===== src/rtl/hdmi_scdc_status_monitor.sv =====
// Periodic SCDC status poller for an HDMI 2.0 TX link. It reads the sink's update,
// scrambler, lock and error-counter registers, clears the update flags, and flags a link fault.
module hdmi_scdc_status_monitor #(
  parameter int unsigned CLOCK_FREQUENCY  = 0,
  parameter int unsigned POLL_INTERVAL_MS = 100,
  parameter logic [6:0]  SCDC_ADDRESS     = 7'h54,
  parameter int unsigned MAX_FAILURES     = 3
) (
  input  logic        system_clock,
  input  logic        system_reset,
  input  logic        enable,
  input  logic        scrambler_expected,
  output logic        i2c_ready,
  output logic [6:0]  i2c_address,
  output logic        i2c_rw,
  output logic [7:0]  i2c_register,
  output logic [7:0]  i2c_data_write,
  input  logic        i2c_valid,
  input  logic        i2c_nack,
  input  logic [7:0]  i2c_data_read,
  output logic        status_valid,
  output logic        clock_detected,
  output logic [2:0]  ch_locked,
  output logic        scrambling_status,
  output logic [14:0] err_ch0,
  output logic [14:0] err_ch1,
  output logic [14:0] err_ch2,
  output logic        link_fault
);

  // A zero-length interval (e.g. CLOCK_FREQUENCY left at 0) degenerates to back-to-back polls.
  localparam longint unsigned POLL_CYCLES =
    (64'(CLOCK_FREQUENCY) / 64'd1000) * 64'(POLL_INTERVAL_MS);
  localparam logic [31:0] TIMER_LOAD = (POLL_CYCLES == 64'd0) ? '0 : 32'(POLL_CYCLES - 64'd1);
  localparam logic [3:0]  MAX_CNT    = 4'(MAX_FAILURES);
  localparam logic [3:0]  LAST_IDX   = 4'd8;

  typedef enum logic [2:0] {
    S_IDLE,
    S_WAIT,
    S_READ,
    S_CLEAR,
    S_REPORT
  } state_t;

  state_t      state_q;
  logic [31:0] timer_q;
  logic [3:0]  idx_q;
  logic [7:0]  shadow_q [9];
  logic        nack_q;
  logic [3:0]  fail_cnt_q;

  logic        ready_q;
  logic        rw_q;
  logic [7:0]  reg_q;
  logic [7:0]  wdata_q;
  logic        status_valid_q;
  logic        clock_detected_q;
  logic [2:0]  ch_locked_q;
  logic        scrambling_status_q;
  logic [14:0] err_ch0_q;
  logic [14:0] err_ch1_q;
  logic [14:0] err_ch2_q;
  logic        link_fault_q;

  logic        clock_detected_d;
  logic [2:0]  ch_locked_d;
  logic        scrambling_status_d;
  logic [14:0] err_ch0_d;
  logic [14:0] err_ch1_d;
  logic [14:0] err_ch2_d;
  logic        bad_d;
  logic [3:0]  fail_cnt_d;
  logic [7:0]  next_reg_d;

  function automatic logic [7:0] scdc_reg(input logic [3:0] idx);
    case (idx)
      4'd0:    scdc_reg = 8'h10;
      4'd1:    scdc_reg = 8'h21;
      4'd2:    scdc_reg = 8'h40;
      4'd3:    scdc_reg = 8'h50;
      4'd4:    scdc_reg = 8'h51;
      4'd5:    scdc_reg = 8'h52;
      4'd6:    scdc_reg = 8'h53;
      4'd7:    scdc_reg = 8'h54;
      4'd8:    scdc_reg = 8'h55;
      default: scdc_reg = 8'h10;
    endcase
  endfunction

  // Shadow slots: 0=0x10, 1=0x21, 2=0x40, 3..8 = 0x50..0x55 (lo/hi per channel).
  always_comb begin
    clock_detected_d    = shadow_q[2][0];
    ch_locked_d         = shadow_q[2][3:1];
    scrambling_status_d = shadow_q[1][0];
    err_ch0_d           = shadow_q[4][7] ? {shadow_q[4][6:0], shadow_q[3]} : '0;
    err_ch1_d           = shadow_q[6][7] ? {shadow_q[6][6:0], shadow_q[5]} : '0;
    err_ch2_d           = shadow_q[8][7] ? {shadow_q[8][6:0], shadow_q[7]} : '0;
    bad_d               = nack_q | ~clock_detected_d | (ch_locked_d != 3'b111) |
                          (scrambling_status_d != scrambler_expected);
    fail_cnt_d          = '0;
    if (bad_d) begin
      fail_cnt_d = (fail_cnt_q == 4'hF) ? 4'hF : fail_cnt_q + 4'd1;
    end
    next_reg_d          = scdc_reg(idx_q + 4'd1);
  end

  always_ff @(posedge system_clock) begin
    if (system_reset) begin
      state_q             <= S_IDLE;
      timer_q             <= '0;
      idx_q               <= '0;
      for (int unsigned i = 0; i < 9; i++) shadow_q[i] <= '0;
      nack_q              <= 1'b0;
      fail_cnt_q          <= '0;
      ready_q             <= 1'b0;
      rw_q                <= 1'b1;
      reg_q               <= '0;
      wdata_q             <= '0;
      status_valid_q      <= 1'b0;
      clock_detected_q    <= 1'b0;
      ch_locked_q         <= '0;
      scrambling_status_q <= 1'b0;
      err_ch0_q           <= '0;
      err_ch1_q           <= '0;
      err_ch2_q           <= '0;
      link_fault_q        <= 1'b0;
    end else if (!enable) begin
      // Abort: status outputs deliberately hold their last published values.
      state_q        <= S_IDLE;
      idx_q          <= '0;
      ready_q        <= 1'b0;
      rw_q           <= 1'b1;
      status_valid_q <= 1'b0;
      fail_cnt_q     <= '0;
      link_fault_q   <= 1'b0;
      nack_q         <= 1'b0;
    end else begin
      status_valid_q <= 1'b0;
      case (state_q)
        S_IDLE: begin
          timer_q <= TIMER_LOAD;
          state_q <= S_WAIT;
        end
        S_WAIT: begin
          if (timer_q == '0) begin
            ready_q <= 1'b1;
            rw_q    <= 1'b1;
            reg_q   <= scdc_reg(4'd0);
            idx_q   <= '0;
            nack_q  <= 1'b0;
            state_q <= S_READ;
          end else begin
            timer_q <= timer_q - 32'd1;
          end
        end
        S_READ: begin
          if (i2c_valid) begin
            if (i2c_nack) begin
              ready_q <= 1'b0;
              nack_q  <= 1'b1;
              state_q <= S_REPORT;
            end else begin
              shadow_q[idx_q] <= i2c_data_read;
              if (idx_q == LAST_IDX) begin
                // Writing back the flags just read clears exactly those update bits.
                rw_q    <= 1'b0;
                reg_q   <= 8'h10;
                wdata_q <= shadow_q[0];
                state_q <= S_CLEAR;
              end else begin
                idx_q <= idx_q + 4'd1;
                reg_q <= next_reg_d;
              end
            end
          end
        end
        S_CLEAR: begin
          if (i2c_valid) begin
            ready_q <= 1'b0;
            rw_q    <= 1'b1;
            nack_q  <= i2c_nack;
            state_q <= S_REPORT;
          end
        end
        S_REPORT: begin
          status_valid_q <= 1'b1;
          if (!nack_q) begin
            clock_detected_q    <= clock_detected_d;
            ch_locked_q         <= ch_locked_d;
            scrambling_status_q <= scrambling_status_d;
            err_ch0_q           <= err_ch0_d;
            err_ch1_q           <= err_ch1_d;
            err_ch2_q           <= err_ch2_d;
          end
          fail_cnt_q <= fail_cnt_d;
          if (fail_cnt_d >= MAX_CNT) link_fault_q <= 1'b1;
          nack_q  <= 1'b0;
          timer_q <= TIMER_LOAD;
          state_q <= S_WAIT;
        end
        default: state_q <= S_IDLE;
      endcase
    end
  end

  assign i2c_ready         = ready_q;
  assign i2c_address       = SCDC_ADDRESS;
  assign i2c_rw            = rw_q;
  assign i2c_register      = reg_q;
  assign i2c_data_write    = wdata_q;
  assign status_valid      = status_valid_q;
  assign clock_detected    = clock_detected_q;
  assign ch_locked         = ch_locked_q;
  assign scrambling_status = scrambling_status_q;
  assign err_ch0           = err_ch0_q;
  assign err_ch1           = err_ch1_q;
  assign err_ch2           = err_ch2_q;
  assign link_fault        = link_fault_q;

endmodule


===== config.mk =====
export PLATFORM = sky130hd
export DESIGN_NAME = hdmi_scdc_status_monitor
export DESIGN_NICKNAME = d
export VERILOG_FILES = /design/src/rtl/hdmi_scdc_status_monitor.sv
export SDC_FILE = /design/constraint.sdc
export NUM_CORES = 1
export LEC_CHECK = 0
export CORE_MARGIN = 1
export CORE_UTILIZATION = 50
export CTS_BUF_LIST = sky130_fd_sc_hd__clkbuf_2 sky130_fd_sc_hd__clkbuf_4 sky130_fd_sc_hd__clkbuf_8
export DETAILED_ROUTE_END_ITERATION = 16
export PLACE_DENSITY = 0.73
export RECOVER_POWER = 100
export SLEW_MARGIN = 20
export SYNTH_ARGS = -nofsm -noshare
export SYNTH_HDL_FRONTEND = slang
export SYNTH_SLANG_ARGS = --single-unit

===== constraint.sdc =====
create_clock -name system_clock -period 3.3 [get_ports system_clock]
set_input_delay 0.33 -clock system_clock [delete_from_list [all_inputs] [get_ports system_clock]]
set_output_delay 0.33 -clock system_clock [all_outputs]
set_load 0.05 [all_outputs]

==> results.sh <==
export IMPL_status="complete, but fails checks"
export IMPL_violations="max-capacitance violations, max-slew violations"
export IMPL_ioPinCount=91
export IMPL_h_tree_depth=4
export IMPL_reg2reg_setup_slack_ns=0.56
export IMPL_holdBufCountCts=0
export IMPL_ys_types=60
export IMPL_worstMarginPinSlew_ns=1.54
export IMPL_post_route_period_util=0.832
export IMPL_grt_pass1_vias=5262
export IMPL_ys_flop_type="dfxtp_1"
export IMPL_synth_edff_count=61
export IMPL_timing_rr_start="state_q[1]$_SDFFE_PP0P_"
export IMPL_start_kind="flip-flop"
export IMPL_rsz0062_at_grt="no"
export IMPL_cts_tree="done"
export IMPL_core_area_um2=14500
export IMPL_worstSetupPathType="flip-flop to flip-flop"
export IMPL_clock_sinks=173
export IMPL_p_comb_frac=0.254
export IMPL_dr_first_iter_drc_count=539
export IMPL_die_area_um2=15400
export IMPL_pwr_share_seq=0.460
export IMPL_synth_area_leaders="dfxtp_1 30%, edfxtp_1 25%, a21oi_1 5.1%"
export IMPL_cts_root_buf="clkbuf_8"
export IMPL_synthCells=761
export IMPL_max_stage_delay_ns=0.74
export IMPL_antenna_found_initial=0
export IMPL_cp_arrival_ns=3.12
export IMPL_ys_warnings_count=0
export IMPL_internal_power_mw=3.52
export IMPL_cts_made_buffers=17
export IMPL_cts_setup_buffers=0
export IMPL_layout_nets=837
export IMPL_relSlewSlack=-0.0264
export IMPL_grt_usage=0.219
export IMPL_overflow=0
export IMPL_cp_max_fo=50
export IMPL_p_sw_mw=1.83
export IMPL_clkTransAtPathRegs_ns=0.10
export IMPL_detail_route_first_pass_iterations=5
export IMPL_antenna_cells=0
export IMPL_maxCapViolations=1
export IMPL_async_flop_share=0
export IMPL_fillCellCount=1224
export IMPL_gp_congestion=0.821
export IMPL_rr_worst_depth=6
export IMPL_r2r_end="err_ch1[4]$_SDFFE_PP0P_"
export IMPL_vias=5815
export IMPL_grt_pass1_wl_um=25600
export IMPL_setup_violations=0
export IMPL_io_buffers=81
export IMPL_finalHoldViolations=0
export IMPL_powerDensity_nw_per_um2=618
export IMPL_p_leak_nw=3.48
export IMPL_crit_required_ns=3.68
export IMPL_end_kind="flip-flop"
export IMPL_viasPerCell=5.74
export IMPL_synth_top_area_cell="dfxtp_1"
export IMPL_synth_seq_cells=173
export IMPL_drc_errors=0
export IMPL_syn_avg_cell_area_um2=9.81
export IMPL_synth_top_area_frac=0.300
export IMPL_wl_um=15900
export IMPL_maxSlewViolCount=78
export IMPL_initial_core_util=0.513
export IMPL_dp_hpwl_um=10900
export IMPL_critical_path_cell_chain="nor2_1, nand2_1, nor3b_2, clkbuf_2, nand3_1, a21oi_1"
export IMPL_crit_slowest_cell="clkbuf_2"
export IMPL_yosysSeqAreaShare=0.546
export IMPL_chipHeight_um=124
export IMPL_grt_start_max_net_pins=78
export IMPL_total_power_mw=5.36
export IMPL_drive_above_1_share=0.0567
export IMPL_synth_area_um2=7460
export IMPL_peakVddDrop_mv=0.456
export IMPL_area_delta_synth_final_pct=16.2
export IMPL_cts_resized_gates=0
export IMPL_switching_share=0.343
export IMPL_hold_depth=4
export IMPL_hold_path_class="input pin to flip-flop"
export IMPL_period_minus_slack_ns=2.74
export IMPL_p_clk_frac=0.286
export IMPL_min_to="i2c_rw$_SDFFE_PP1P_"
export IMPL_dieWidth_um=124
export IMPL_clk_latency_ns=0.47
export IMPL_clockBufferDepth=2
export IMPL_fin_tns_setup_ns=0
export IMPL_min_from="system_reset"
export IMPL_postRouteAntennaNets=0
export IMPL_std_cell_rows=44
export IMPL_timing_fmax_ghz=0.364
export IMPL_finalClockSkew_ns=0.0133
export IMPL_post_drt_wl_per_cell_um=15.7
## worst max path at each step
stage / slack (ns) / startpoint / cells after the start / endpoint
after floorplan: 1.11 / enable / 7 / shadow_q[4][0]$_SDFFCE_PN0P_
after global placement: 0.87 / i2c_valid / 5 / shadow_q[8][1]$_SDFFCE_PN0P_
after detailed placement: 0.80 / timer_q[7]$_SDFFE_PP0P_ / 5 / timer_q[19]$_SDFFE_PP0P_
after CTS: 0.78 / idx_q[0]$_SDFFE_PP0P_ / 5 / shadow_q[8][2]$_SDFFCE_PN0P_
after global routing: 0.28 / state_q[1]$_SDFFE_PP0P_ / 6 / err_ch1[6]$_SDFFE_PP0P_
final: 0.56 / state_q[1]$_SDFFE_PP0P_ / 6 / err_ch1[4]$_SDFFE_PP0P_
## per-layer routing
metal	track usage	wire, um
met4	0.0975	342
met2	0.364	7770
met3	0.0504	822
met1	0.270	6950
met5	0	0
## metrics by stage
step	cells	setup slack [ns]	hold slack, ns	instance area (um2)	util
floorplan	768	1.11	0.451	7490	-
global placement	981	0.870	0.441	8320	0.573
detailed placement	981	0.805	0.446	8320	0.573
CTS	1013	0.782	0.255	8740	0.601
global route	1013	0.276	0.335	8670	0.597
finish	1013	0.555	0.321	8670	0.597
## state kept, by name, indices dropped and copies added, names as in the netlist
register / count
scrambling_status: 1
status_valid: 1
i2c_register: 6
clock_detected: 1
i2c_data_write: 8
err_ch0: 15
state_q: 3
err_ch2: 15
err_ch1: 15
idx_q: 4
fail_cnt_q: 4
ch_locked: 3
nack_q: 1
link_fault: 1
shadow_q: 61
i2c_rw: 1
i2c_ready: 1
timer_q: 32
## logic make-up after synthesis
kind of cell,Yosys count,synth area share
AO/OA/AOI/OAI,134,0.107
adder cells (fa/ha/maj),7,0.0117
buffers and inverters,66,0.0391
XOR/XNOR,22,0.0258
AND/OR/NAND/NOR,342,0.249
flip-flops,173,0.546
multiplexers,15,0.0201
other,2,0.00101
## cell type report
class,instances,area (um2),share of cell area
clock buffers,17,234,0.0270
clock inverters,15,178,0.0205
inverters,5,18.8,0.00216
multi-input cells,529,3080,0.355
flip-flops and latches,173,4070,0.470
well taps,184,230,0.0265
repair buffers,90,860,0.0991
## synth_stat cells (2+ instances only)
cell and number:
dfxtp_1 112, a21oi_1 76, nand2_1 76, nand3_1 63
edfxtp_1 61, and3_1 56, clkbuf_1 48, nor2_1 44
xnor2_1 18, o21ai_0 17, mux2i_1 15, nand2b_1 14
nor3_1 14, or4_1 13, or3_1 12, and2_1 10
a21o_1 9, buf_4 9, ha_1 7, a211oi_1 6
nand4_1 6, inv_1 5, a311oi_1 4, nor2b_1 4
nor3b_1 4, nor4_1 4, o31ai_1 4, xor2_1 4
and4_1 3, nand3b_1 3, a31o_2 2, a31oi_1 2
buf_2 2, conb_1 2, nand4b_1 2, nor4_2 2
nor4b_2 2, o211ai_1 2, o41ai_1 2, or2_2 2
## worst max-delay path: cells and delay by family, from the launching register on
family          cells  cell delay [ns]
simple gates        4             1.26
buf+inv             1             0.74
flops               1             0.43
compound gates      1             0.19
## power by group through the flow
stage          registers [mW]  logic (mW)  clock network [mW]
3_3_place_gp             2.50        1.37                   0
4_1_cts                  2.47        1.41                1.56
3_5_place_dp             2.51        1.40                   0
5_1_grt                  2.49        1.50                1.64
6_report                 2.47        1.36                1.53
2_1_floorplan            2.48        1.20                   0
## placed cells by master (no fill, tap or decap), types with 4 or more instances in the layout
cell type / synthesis / routed
or3_1: 12 / 12
nand2_1: 76 / 76
nor2b_1: 4 / 4
nand3_1: 63 / 63
or4_1: 13 / 13
ha_1: 7 / 7
xnor2_1: 18 / 18
and3_1: 56 / 56
clkdlybuf4s50_1: 0 / 11
and2_0: 0 / 9
a21oi_1: 76 / 76
nand2b_1: 14 / 14
o21ai_0: 17 / 18
inv_1: 5 / 5
dfxtp_1: 112 / 112
edfxtp_1: 61 / 61
clkbuf_8: 0 / 17
o31ai_1: 4 / 4
nor4_1: 4 / 6
mux2i_1: 15 / 15
inv_6: 0 / 5
a21o_1: 9 / 9
buf_4: 9 / 5
xor2_1: 4 / 4
nor2_1: 44 / 45
a311oi_1: 4 / 4
inv_8: 0 / 4
dlygate4sd3_1: 0 / 69
nand4_1: 6 / 7
a211oi_1: 6 / 6
conb_1: 2 / 9
nor3_1: 14 / 14
No activity file was read; power rests on OpenSTA's default activity.
==> RTL change: new RTL, same settings <==
The 5 states of `state_t` get a one-hot encoding in 5 bits.
--- a/src/rtl/hdmi_scdc_status_monitor.sv
+++ b/src/rtl/hdmi_scdc_status_monitor.sv
@@ -36,10 +36,10 @@
   localparam logic [3:0]  LAST_IDX   = 4'd8;
 
-  typedef enum logic [2:0] {
-    S_IDLE,
-    S_WAIT,
-    S_READ,
-    S_CLEAR,
-    S_REPORT
+  typedef enum logic [4:0] {
+    S_IDLE   = 5'b00001,
+    S_WAIT   = 5'b00010,
+    S_READ   = 5'b00100,
+    S_CLEAR  = 5'b01000,
+    S_REPORT = 5'b10000
   } state_t;
 
Formal check against the unedited RTL: no difference found for any inputs over 10 cycles, from zero or initial values and one cycle with system_reset high; not proved beyond that.
==> RTL change against the unedited design <==
  * Die area increased by 3.2%
  * Critical path depth unchanged
  * Sequential cell count increased by 2
  * Routed wire length increased by 6.3%
  * Worst setup slack got worse by 110 ps
  * Synthesized area increased by 3.3%
  * Clock skew decreased by 3.9 ps
  * Core utilization decreased by 0.34 points
  * First-iteration DRC count decreased by 2.2%
  * Cell area increased by 3.6%
  * Total power decreased by 8.6%
  * Sequential power decreased by 2%
  * Sequential share of layout area decreased by 1.2 points
==> RTL change: results <==
export IMPL_synth_adder_area_share=0.0114
export IMPL_p_sw_w=0.00154
export IMPL_cts_made_buffers=17
export IMPL_synth_distinct_cells=65
export IMPL_path_max_fanout=9
export IMPL_nets=877
export IMPL_muxShareOfSynthArea=0.0394
export IMPL_synth_xor_area_share=0.00568
export IMPL_grt_start_max_net_pins=68
export IMPL_dp_slack_ps=502
export IMPL_ys_ff_latch=175
export IMPL_arrival_ps=3010
export IMPL_grt_pass1_vias=5660
export IMPL_ys_top_cells_by_count="dfxtp_1, nand2_1, a21oi_1"
export IMPL_fin_skew_ps=9.41
export IMPL_route_met3_wl_um=785
export IMPL_powerClk_w=0.00147
export IMPL_seq_power_w=0.00241
export IMPL_routed_wl_mm=16.9
export IMPL_peakVddDrop_uv=396
export IMPL_drt_first_pass_iters=4
export IMPL_critPathMaxStageDelay_ps=590
export IMPL_worst_pin_slew_ps=1020
export IMPL_swShare=0.315
export IMPL_leakage_nw=3.50
export IMPL_place_congestion=0.895
export IMPL_met1_length_mm=7.57
export IMPL_drtIter0Drc=527
export IMPL_layout_drive_gt1_share=0.0898
export IMPL_placed_area_um2=8640
export IMPL_grt_pass1_wl_mm=28.0
export IMPL_ys_top_cells_by_area="dfxtp_1, edfxtp_1, a21oi_1, nand2_1, mux2i_1"
export IMPL_place_hpwl_mm=11.6
export IMPL_synth_compound_area_share=0.114
export IMPL_status="completed"
export IMPL_vias_per_cell=5.70
export IMPL_cts_resized=0
export IMPL_yosysSeqAreaShare=0.534
export IMPL_wl_met2_mm=8.31
export IMPL_critPathSlowestCell="or4b_1"
==> RTL change: changes by cell type in the layout (fill, tap and decap cells not counted), moves of 9 or more <==
| cell | delta |
|---|---|
| mux2i_1 | +12 |
| xnor2_1 | -17 |
| or2_2 | +16 |
| nand2_1 | +29 |
| nand2b_1 | -10 |
| nor2_1 | -12 |
| nand3_1 | -9 |
| and3_1 | -16 |
==> RTL change: metrics by stage <==
| stage | std cells | hold WS (ps) | utilization |
|---|---|---|---|
| detailed placement | 1025 | 443 | 0.570 |
| global route | 1057 | 382 | 0.593 |
| global placement | 1025 | 439 | 0.570 |
| finish | 1057 | 375 | 0.593 |
| floorplan | 796 | 440 | - |
| CTS | 1057 | 348 | 0.597 |
==> RTL change: final timing paths <==
check,endpoint,start,slack (ps),cells after the start
hold / removal,i2c_register[5],system_reset,370,5
setup reg to reg,shadow_q[8][7],state_q[0],450,6
hold reg to reg,err_ch0[4],err_ch0[4],450,2
setup / recovery,shadow_q[8][7],state_q[0],450,6
==> RTL change: cell type report <==
class | count | area, µm²
multi-input cells | 558 | 3300
flip-flops and latches | 175 | 4110
inverters | 6 | 22.5
repair buffers | 98 | 912
well taps | 188 | 235
clock buffers | 22 | 297
fillers | 1270 | 6160
clock inverters | 10 | 103
==> RTL change: cell families (layout without fill, tap and decap cells) <==
kind of cell,count (synthesis),after routing
flops,175,175
simple gates,365,365
xor+xnor,5,5
buf+inv,63,136
other cells,2,9
mux,30,30
compound gates,142,142
fa+ha+maj,7,7
==> RTL change: worst min-delay path, stage by stage <==
cell and delay [ps]:
buf_2 90, inv_1 30, buf_4 190, nand2_1 90, mux2i_1 60
==> RTL change: metal layers <==
metal  GRT usage  up-vias
met5           0        -
met4      0.0751        0
met3      0.0395       19
met2       0.373      175
met1       0.286     2856
li1            -     2975
